$ cat src/rtl/hv_reg_access_arb_nch.sv
// hv_reg_access_arb_nch: N-requester register-access arbiter.
// Fixed or round-robin grant, one bank strobe per access, ack timeout.
module hv_reg_access_arb_nch #(
    parameter int REQ_NUM   = 4,
    parameter int REG_AW    = 7,
    parameter int REG_DW    = 8,
    parameter int REG_CRC_W = 8,
    parameter int TMO_CYC   = 15,
    parameter int GID_W     = $clog2(REQ_NUM)
) (
    input  logic                         i_clk,
    input  logic                         i_rst_n,
    input  logic [REQ_NUM-1:0]           i_req_vld,
    input  logic [REQ_NUM-1:0]           i_req_wr,
    input  logic [REQ_NUM*REG_AW-1:0]    i_req_addr,
    input  logic [REQ_NUM*REG_DW-1:0]    i_req_wdata,
    input  logic [REQ_NUM*REG_CRC_W-1:0] i_req_wcrc,
    input  logic                         i_rr_en,
    input  logic                         i_tmo_cnt_clr,
    output logic [REQ_NUM-1:0]           o_req_ack,
    output logic [REQ_NUM-1:0]           o_req_err,
    output logic [REG_DW-1:0]            o_rsp_rdata,
    output logic [REG_CRC_W-1:0]         o_rsp_rcrc,
    output logic [REG_AW-1:0]            o_rsp_addr,
    output logic                         o_busy,
    output logic [7:0]                   o_tmo_cnt,
    output logic                         o_rac_reg_ren,
    output logic                         o_rac_reg_wen,
    output logic [REG_AW-1:0]            o_rac_reg_addr,
    output logic [REG_DW-1:0]            o_rac_reg_wdata,
    output logic [REG_CRC_W-1:0]         o_rac_reg_wcrc,
    input  logic                         i_reg_rac_wack,
    input  logic                         i_reg_rac_rack,
    input  logic [REG_DW-1:0]            i_reg_rac_rdata,
    input  logic [REG_CRC_W-1:0]         i_reg_rac_rcrc
);

    localparam int TW = $clog2(TMO_CYC) + 1;

    typedef enum logic [1:0] {
        S_IDLE,
        S_ISSUE,
        S_WAIT,
        S_RESP
    } state_t;

    state_t               r_state;
    logic [GID_W-1:0]     r_ptr;
    logic [GID_W-1:0]     r_gid;
    logic                 r_wr;
    logic [TW-1:0]        r_tmr;
    logic [REQ_NUM-1:0]   r_req_ack;
    logic [REQ_NUM-1:0]   r_req_err;
    logic [REG_DW-1:0]    r_rsp_rdata;
    logic [REG_CRC_W-1:0] r_rsp_rcrc;
    logic [REG_AW-1:0]    r_rsp_addr;
    logic                 r_busy;
    logic [7:0]           r_tmo_cnt;
    logic                 r_ren;
    logic                 r_wen;
    logic [REG_AW-1:0]    r_rac_addr;
    logic [REG_DW-1:0]    r_rac_wdata;
    logic [REG_CRC_W-1:0] r_rac_wcrc;

    logic [REG_AW-1:0]    w_addr  [REQ_NUM];
    logic [REG_DW-1:0]    w_wdata [REQ_NUM];
    logic [REG_CRC_W-1:0] w_wcrc  [REQ_NUM];
    logic                 w_hit;
    logic [GID_W-1:0]     w_gid;
    logic [GID_W:0]       w_idx;
    logic [REQ_NUM-1:0]   w_gid_oh;
    logic                 w_ack_ok;
    logic                 w_tmo;

    for (genvar g = 0; g < REQ_NUM; g++) begin : g_slice
        assign w_addr[g]  = i_req_addr[g*REG_AW +: REG_AW];
        assign w_wdata[g] = i_req_wdata[g*REG_DW +: REG_DW];
        assign w_wcrc[g]  = i_req_wcrc[g*REG_CRC_W +: REG_CRC_W];
    end

    // Grant pick: scan starts after the pointer (rr) or at index 0 (fixed).
    always_comb begin
        w_hit = 1'b0;
        w_gid = '0;
        w_idx = '0;
        for (int k = 0; k < REQ_NUM; k++) begin
            if (i_rr_en) begin
                w_idx = {1'b0, r_ptr} + (GID_W+1)'(k + 1);
                if (w_idx >= (GID_W+1)'(REQ_NUM)) begin
                    w_idx = w_idx - (GID_W+1)'(REQ_NUM);
                end
            end else begin
                w_idx = (GID_W+1)'(k);
            end
            if (!w_hit && i_req_vld[w_idx[GID_W-1:0]]) begin
                w_hit = 1'b1;
                w_gid = w_idx[GID_W-1:0];
            end
        end
    end

    // One-hot of the granted requester for ack/err.
    always_comb begin
        w_gid_oh = '0;
        w_gid_oh[r_gid] = 1'b1;
    end

    assign w_ack_ok = r_wr ? i_reg_rac_wack : i_reg_rac_rack;
    assign w_tmo    = (r_tmr == TW'(TMO_CYC - 1));

    // Access FSM; every output is a register updated here.
    always_ff @(posedge i_clk or negedge i_rst_n) begin
        if (!i_rst_n) begin
            r_state     <= S_IDLE;
            r_ptr       <= GID_W'(REQ_NUM - 1);
            r_gid       <= '0;
            r_wr        <= 1'b0;
            r_tmr       <= '0;
            r_req_ack   <= '0;
            r_req_err   <= '0;
            r_rsp_rdata <= '0;
            r_rsp_rcrc  <= '0;
            r_rsp_addr  <= '0;
            r_busy      <= 1'b0;
            r_tmo_cnt   <= '0;
            r_ren       <= 1'b0;
            r_wen       <= 1'b0;
            r_rac_addr  <= '0;
            r_rac_wdata <= '0;
            r_rac_wcrc  <= '0;
        end else begin
            r_req_ack <= '0;
            r_req_err <= '0;
            r_ren     <= 1'b0;
            r_wen     <= 1'b0;
            unique case (r_state)
                S_IDLE: begin
                    if (w_hit) begin
                        r_gid       <= w_gid;
                        r_ptr       <= w_gid;
                        r_wr        <= i_req_wr[w_gid];
                        r_rac_addr  <= w_addr[w_gid];
                        r_rac_wdata <= w_wdata[w_gid];
                        r_rac_wcrc  <= w_wcrc[w_gid];
                        r_ren       <= ~i_req_wr[w_gid];
                        r_wen       <= i_req_wr[w_gid];
                        r_busy      <= 1'b1;
                        r_state     <= S_ISSUE;
                    end
                end
                S_ISSUE: begin
                    r_tmr   <= '0;
                    r_state <= S_WAIT;
                end
                S_WAIT: begin
                    if (w_ack_ok) begin
                        r_rsp_addr  <= r_rac_addr;
                        r_rsp_rdata <= r_wr ? r_rac_wdata : i_reg_rac_rdata;
                        r_rsp_rcrc  <= r_wr ? r_rac_wcrc : i_reg_rac_rcrc;
                        r_req_ack   <= w_gid_oh;
                        r_state     <= S_RESP;
                    end else if (w_tmo) begin
                        r_rsp_addr  <= r_rac_addr;
                        r_rsp_rdata <= '0;
                        r_rsp_rcrc  <= '0;
                        r_req_ack   <= w_gid_oh;
                        r_req_err   <= w_gid_oh;
                        if (r_tmo_cnt != 8'hFF) begin
                            r_tmo_cnt <= r_tmo_cnt + 8'd1;
                        end
                        r_state     <= S_RESP;
                    end else begin
                        r_tmr <= r_tmr + 1'b1;
                    end
                end
                S_RESP: begin
                    r_busy  <= 1'b0;
                    r_state <= S_IDLE;
                end
                default: r_state <= S_IDLE;
            endcase
            if (i_tmo_cnt_clr) begin
                r_tmo_cnt <= '0;
            end
        end
    end

    assign o_req_ack       = r_req_ack;
    assign o_req_err       = r_req_err;
    assign o_rsp_rdata     = r_rsp_rdata;
    assign o_rsp_rcrc      = r_rsp_rcrc;
    assign o_rsp_addr      = r_rsp_addr;
    assign o_busy          = r_busy;
    assign o_tmo_cnt       = r_tmo_cnt;
    assign o_rac_reg_ren   = r_ren;
    assign o_rac_reg_wen   = r_wen;
    assign o_rac_reg_addr  = r_rac_addr;
    assign o_rac_reg_wdata = r_rac_wdata;
    assign o_rac_reg_wcrc  = r_rac_wcrc;

endmodule
$ cat config.mk
export PLATFORM = sky130hd
export DESIGN_NAME = hv_reg_access_arb_nch
export DESIGN_NICKNAME = d
export VERILOG_FILES = /design/src/rtl/hv_reg_access_arb_nch.sv
export SDC_FILE = /design/constraint.sdc
export NUM_CORES = 1
export LEC_CHECK = 0
export ABC_AREA = 1
export BUFFER_PORTS_ARGS = -buffer_cell sky130_fd_sc_hd__buf_2
export CORE_AREA = 5 5 112 93
export DETAILED_ROUTE_END_ITERATION = 6
export DIE_AREA = 0 0 117 98
export HOLD_SLACK_MARGIN = 0.03
export MAX_ROUTING_LAYER = met4
export PLACE_DENSITY_LB_ADDON = 0.1
export SKIP_CTS_REPAIR_TIMING = 1
export SLEW_MARGIN = 20
export SYNTH_ARGS = -nofsm -noshare
export SYNTH_HDL_FRONTEND = slang
export SYNTH_SLANG_ARGS = --single-unit
export TNS_END_PERCENT = 50
$ cat constraint.sdc
create_clock -name i_clk -period 3.59 [get_ports i_clk]
set_clock_uncertainty 0.05 [all_clocks]
set_input_delay 0.1795 -clock i_clk [delete_from_list [all_inputs] [get_ports i_clk]]
set_output_delay 0.1795 -clock i_clk [all_outputs]
set_load 0.02 [all_outputs]
==> flow_summary.yaml, run 1 <==
synthesis:
  syn_nets: 823
  syn_avg_cell_area_um2: 6.808
  synth_cell_types: 28
  seq_area_frac_synth: 0.4089
  syn_area_mm2: 0.004718
  synth_warnings: 0
  synthCells: 693
  synth_seq_cells: 77
power:
  total_power_w: 0.005364
  p_leak_nw: 3.738
  ir_worst_vdd_uv: 579.7
  p_per_area_mw_per_mm2: 884.8
drt:
  drc: 0
  drt-total-wl_um: 14220
  routedWlPerCell_um: 14.35
  ant_nets: 0
  drt_pre_antenna_iters: 5
  initialDrtViolationCount: 380
  vias: 5018
  detail_route.vias_per_cell: 5.064
cells_and_area:
  fin_nets: 997
  fillerInstances: 848
  area_delta_synth_final_pct: 28.48
  final_cell_mix: "226 x nand2_1, 185 x buf_2, 126 x inv_1"
  final_common_cell: "nand2_1"
  diodes: 0
  drive_gt1_frac: 0.2546
clock_network:
  cts_buffers: 9
  clock_latency_ns: 0.33
  cts.clk_slew.worst_paths_ns: 0.06
  cts_root_buf: "clkbuf_16"
  h-tree-depth: 3
  cts_tree: "done"
  numClockSinks: 77
  clockBufferDepth: 2
global_routing:
  grt-ovfl-total: 0
  grt_pass1_vias: 4783
  grt_first_pass_wirelength_um: 23380
  grt_start_max_net_pins: 78
  grtUsageTotal: 0.2601
  grt_antenna_before_repair: 0
timing:
  hold_violations: 75
  worst_slew_pin_slew_ns: 0.9599
  hold_slack_ns: -0.06871
  setup_tns_ns: 0
  slew_headroom: 0.3600
  final.min_clock_period_ns: 2.698
  drv_slew: 0
  final-setup-viol-count: 0
  rsz0062_at_grt: "no"
  clock.fmax_mhz: 370.6
  period_share: 0.7516
critical_path:
  r2r_setup_slack_ns: 0.89
  end_kind: "flip-flop"
  critical_path_class: "reg -> reg"
  start_kind: "flip-flop"
  critPathRequiredTime_ns: 3.76
  cp.arrival_ns: 2.87
  crit_fanout: 27
floorplanning:
  io_pins: 187
  die_h_um: 98
  start_util: 0.5079
  dieWidth_um: 117
  core_area_mm2: 0.009289
  rows: 32
  die_area_mm2: 0.01147
flow_run:
  drv_cap: 0
placement:
  hpwl_um: 11080
  io_buffers: 186
  place_congestion: 0.9358
status:
  status: "complete, but fails checks"
  violations: "negative hold slack"
min_path:
  hold_class: "in -> async"
per-stage QoR:
stage / setup slack (ns) / cells / hold slack, ns / util / instance area [µm²]
after floorplan: 1.493 / 693 / -0.1661 / - / 4718
after global placement: 0.9667 / 975 / 0.3334 / 0.6138 / 5702
after detailed placement: 0.9041 / 975 / 0.3348 / 0.6138 / 5702
after CTS: 0.8944 / 991 / -0.01057 / 0.6526 / 6062
after global routing: 0.5553 / 991 / 0.04672 / 0.6526 / 6062
final: 0.8917 / 991 / -0.06871 / 0.6526 / 6062
cell type report:
class                   count  area [µm²]  share of cell area
well taps                 119       148.9             0.02456
clock inverters             3       90.09             0.01486
repair buffers            192       978.4              0.1614
flip-flops and latches     77        1929              0.3183
multi-input cells         457        2157              0.3558
clock buffers              13       270.3             0.04458
inverters                 130       488.0             0.08050
worst max-delay path, stage by stage (launching register included):
cell     delay, ns
dfstp_2       0.57
inv_2         0.07
nand2_1       0.08
nand3_1       0.16
nand2_1       0.16
inv_2         0.05
nor2_4        0.09
nand2_1       0.08
nor2_1        0.10
nand2_1       0.08
nand2_2       0.37
buf_4         0.34
nand2_1       0.08
nand3_1       0.07
nand2_1       0.09
nand2_1       0.08
nand2_1       0.05
power by group:
part	internal, W	switching, W	total [W]
combinational	0.000898	0.00191	0.00281
clock	0.000736	0.000330	0.00107
sequential	0.00122	0.000273	0.00149
cell families after synthesis:
| logic type | count (synthesis) | share of synthesized area |
|---|---|---|
| flip-flops | 77 | 0.4089 |
| adder cells (fa/ha/maj) | 8 | 0.02122 |
| multiplexers | 16 | 0.03394 |
| buffers and inverters | 159 | 0.1352 |
| AND/OR/NAND/NOR | 384 | 0.3458 |
| XOR/XNOR | 1 | 0.001857 |
| AO/OA/AOI/OAI | 48 | 0.05304 |
worst paths after layout:
path / startpoint / endpoint / depth (start not counted)
max: r_ptr[0]$_DFFE_PN1P_ / o_rac_reg_addr[0]$_DFFE_PN0P_ / 16
min: i_rst_n / r_state[0]$_DFFE_PN0P_ / 1
min in group i_clk: i_tmo_cnt_clr / o_tmo_cnt[7]$_DFFE_PN0P_ / 2
min reg2reg: o_rsp_addr[1]$_DFFE_PN0P_ / o_rsp_addr[1]$_DFFE_PN0P_ / 2
max in group asynchronous: i_rst_n / o_rac_reg_ren$_DFF_PN0_ / 1
max reg2reg: r_ptr[0]$_DFFE_PN1P_ / o_rac_reg_addr[0]$_DFFE_PN0P_ / 16
cell usage after synthesis:
cell | count | share of area
mux2i_1 | 16 | 0.034
nor2_4 | 2 | 0.0048
buf_2 | 12 | 0.013
buf_6 | 2 | 0.0048
nor3_1 | 7 | 0.0074
ha_1 | 8 | 0.021
a211oi_1 | 1 | 0.0016
o21ai_1 | 3 | 0.0032
a21o_1 | 1 | 0.0016
dfstp_2 | 2 | 0.011
nor4_1 | 2 | 0.0027
and3_1 | 1 | 0.0013
nor2_2 | 2 | 0.0027
buf_4 | 3 | 0.0048
xnor2_1 | 1 | 0.0019
nand2_2 | 2 | 0.0027
o21ai_0 | 28 | 0.030
nand4_1 | 3 | 0.0040
nor2_1 | 26 | 0.021
dfrtp_1 | 75 | 0.40
inv_2 | 4 | 0.0032
a21oi_1 | 13 | 0.014
inv_1 | 126 | 0.10
o22ai_1 | 1 | 0.0013
nand2_1 | 226 | 0.18
nand3_1 | 113 | 0.12
a21oi_2 | 1 | 0.0019
clkbuf_1 | 12 | 0.0095
registers in the layout, indices dropped and copies added (netlist names), 2 cells and up:
signal / cells
o_rac_reg_addr: 7
o_rac_reg_wcrc: 8
o_rac_reg_wdata: 8
o_req_ack: 4
o_req_err: 4
o_rsp_addr: 7
o_rsp_rcrc: 8
o_rsp_rdata: 8
o_tmo_cnt: 8
r_gid: 2
r_ptr: 2
r_state: 2
r_tmr: 5
layer usage:
layer  vias up  part of all wire  global-route usage
met4         0             0.011             0.07055
met1      2314              0.47              0.3899
li1       2487                 -                   -
met3        12             0.069             0.02540
met5         -                 0                   -
met2       205              0.45              0.3760
No activity file was read; power rests on OpenSTA's default activity.
==> run 2, diff against run 1 <==
--- a/config.mk
+++ b/config.mk
@@ -7,9 +7,9 @@
 export LEC_CHECK = 0
 export ABC_AREA = 1
 export BUFFER_PORTS_ARGS = -buffer_cell sky130_fd_sc_hd__buf_2
-export CORE_AREA = 5 5 112 93
+export CORE_AREA = 5 5 116 96
 export DETAILED_ROUTE_END_ITERATION = 6
-export DIE_AREA = 0 0 117 98
+export DIE_AREA = 0 0 121 101
 export HOLD_SLACK_MARGIN = 0.03
 export MAX_ROUTING_LAYER = met4
 export PLACE_DENSITY_LB_ADDON = 0.1
==> constraint.sdc (replaced) <==
create_clock -name i_clk -period 2.5 [get_ports i_clk]
set_clock_uncertainty 0.05 [all_clocks]
set_input_delay 0.125 -clock i_clk [delete_from_list [all_inputs] [get_ports i_clk]]
set_output_delay 0.125 -clock i_clk [all_outputs]
set_load 0.02 [all_outputs]
==> run 2 against run 1 <==
Net effect:
- the flow now finishes without violations
- clock power increased by 34%
- global-route usage down 1.8 points
- total power is 46% higher
- first-iteration DRC count rose by 23%
- final area rose by 2.8%
- setup slack got worse by 0.68 ns
- largest cell class unchanged
==> flow_summary.yaml, run 2 (synthesis gave the netlist of run 1 again) <==
critical_path:
  start_kind: "flip-flop"
  critPathRequiredTime_ns: 2.67
  cp.arrival_ns: 2.45
  crit_start: "r_ptr[0]$_DFFE_PN1P_"
  end_kind: "flip-flop"
  r2r_start: "r_ptr[0]$_DFFE_PN1P_"
  critical_path_class: "reg -> reg"
  crit_fanout: 17
timing:
  setup_tns_ns: 0
  worst_slew_pin_slew_ns: 0.9555
  period_share: 0.9150
  slew_headroom: 0.3630
  hold_violations: 0
  layout_setup_ws_ns: 0.2124
  final.min_clock_period_ns: 2.288
  drv_slew: 0
  clock.fmax_mhz: 437.1
  final-setup-viol-count: 0
  hold_slack_ns: 0.02313
min_path:
  min_from: "i_reg_rac_rcrc[0]"
  hold_class: "in -> reg"
cells_and_area:
  final_cell_mix: "223 x nand2_1, 185 x buf_2, 126 x inv_1"
  final_common_cell: "nand2_1"
  final_core_util: 0.6263
  area_delta_synth_final_pct: 32.09
  fillerInstances: 913
  seqCellArea_mm2: 0.001929
  drive_gt1_frac: 0.2673
  multi_input_area_mm2: 0.002182
  fin_nets: 1008
  diodes: 0
drt:
  drt-total-wl_um: 14270
  ant_nets: 0
  drc: 0
  detail_route.vias_per_cell: 4.882
  initialDrtViolationCount: 469
  vias: 4994
  drt_pre_antenna_iters: 6
  routedWlPerCell_um: 13.95
clock_network:
  h-tree-depth: 3
  numClockSinks: 77
  clock_latency_ns: 0.33
  cts_tree: "done"
  cts_buffers: 9
  cts_root_buf: "clkbuf_16"
  clockBufferDepth: 2
  cts.clk_slew.worst_paths_ns: 0.06
global_routing:
  grt_start_max_net_pins: 78
  grt-ovfl-total: 0
  grtUsageTotal: 0.2419
  grt_first_pass_wirelength_um: 23270
  grt_pass1_vias: 4803
  grt_antenna_before_repair: 0
placement:
  hpwl_um: 11060
  dp_slack_ns: 0.1113
  io_buffers: 186
  place_congestion: 0.9007
power:
  ir_worst_vdd_uv: 512.4
  p_per_area_mw_per_mm2: 1261
  p_leak_nw: 3.801
  total_power_w: 0.007856
flow_run:
  drv_cap: 0
floorplanning:
  die_h_um: 101
  rows: 33
  die_area_mm2: 0.01222
  start_util: 0.4742
  dieWidth_um: 121
  core_area_mm2: 0.009951
  io_pins: 187
status:
  status: "finished, final reports clean"
[run 2: changes by cell type in the layout (fill, tap and decap cells not counted), moves of 2 or more]
cell / delta
buf_4: +4
nand2_1: -3
clkinv_4: +2
nand2_2: +2
clkbuf_8: -2
buf_12: +3
dlygate4sd3_1: +2
[run 2: power breakdown]
group | total (W) | internal [W] | switching (W)
combinational | 0.00430 | 0.00152 | 0.00278
sequential | 0.00212 | 0.00175 | 0.000376
clock | 0.00143 | 0.000908 | 0.000525
total | 0.00786 | 0.00417 | 0.00368
[run 2: worst max-delay path, cell delays in order, from the launching register on]
cell and delay, ns:
dfstp_2 0.57, inv_2 0.08, nand2_1 0.12, nand2_1 0.06
nor2_1 0.12, nand2_1 0.07, nand2_1 0.08, nand4_1 0.16
nand2_2 0.21, nand2_4 0.11, buf_12 0.16, nand2_1 0.05
nand3_1 0.09, nand3_1 0.15, nand2_1 0.07
[run 2: stage by stage]
stage,cells,cell area (µm²)
CTS,1019,6151
global placement,1003,5818
finish,1023,6232
detailed placement,1003,5818
global route,1023,6232
floorplan,693,4718
[run 2: metal layers]
layer,track usage,vias to the layer above,wire (µm)
met3,0.02132,16,717
met4,0.07404,0,189
met5,-,-,0
met1,0.3450,2281,6948
met2,0.3685,184,6417
li1,-,2513,-
[run 2: layout make-up]
type | count | area share
clock buffer | 10 | 0.03835
clock inverter | 6 | 0.01506
inverter | 130 | 0.07830
multi-input combinational | 457 | 0.3501
sequential | 77 | 0.3096
tap | 140 | 0.02811
timing repair buffer | 203 | 0.1805
[run 2: path summary, 6_finish.rpt]
| kind | slack (ns) | depth (start not counted) | to |
|---|---|---|---|
| setup / recovery | 0.21 | 14 | r_wr$_DFFE_PN0P_ |
| hold / removal | 0.02 | 3 | o_rsp_rcrc[0]$_DFFE_PN0P_ |
| setup reg to reg | 0.21 | 14 | r_wr$_DFFE_PN0P_ |
| hold reg to reg | 0.42 | 2 | o_rsp_addr[4]$_DFFE_PN0P_ |
| max in group asynchronous | 1.35 | 2 | r_tmr[1]$_DFFE_PN0P_ |
| min in group asynchronous | 0.43 | 2 | o_rsp_rdata[5]$_DFFE_PN0P_ |
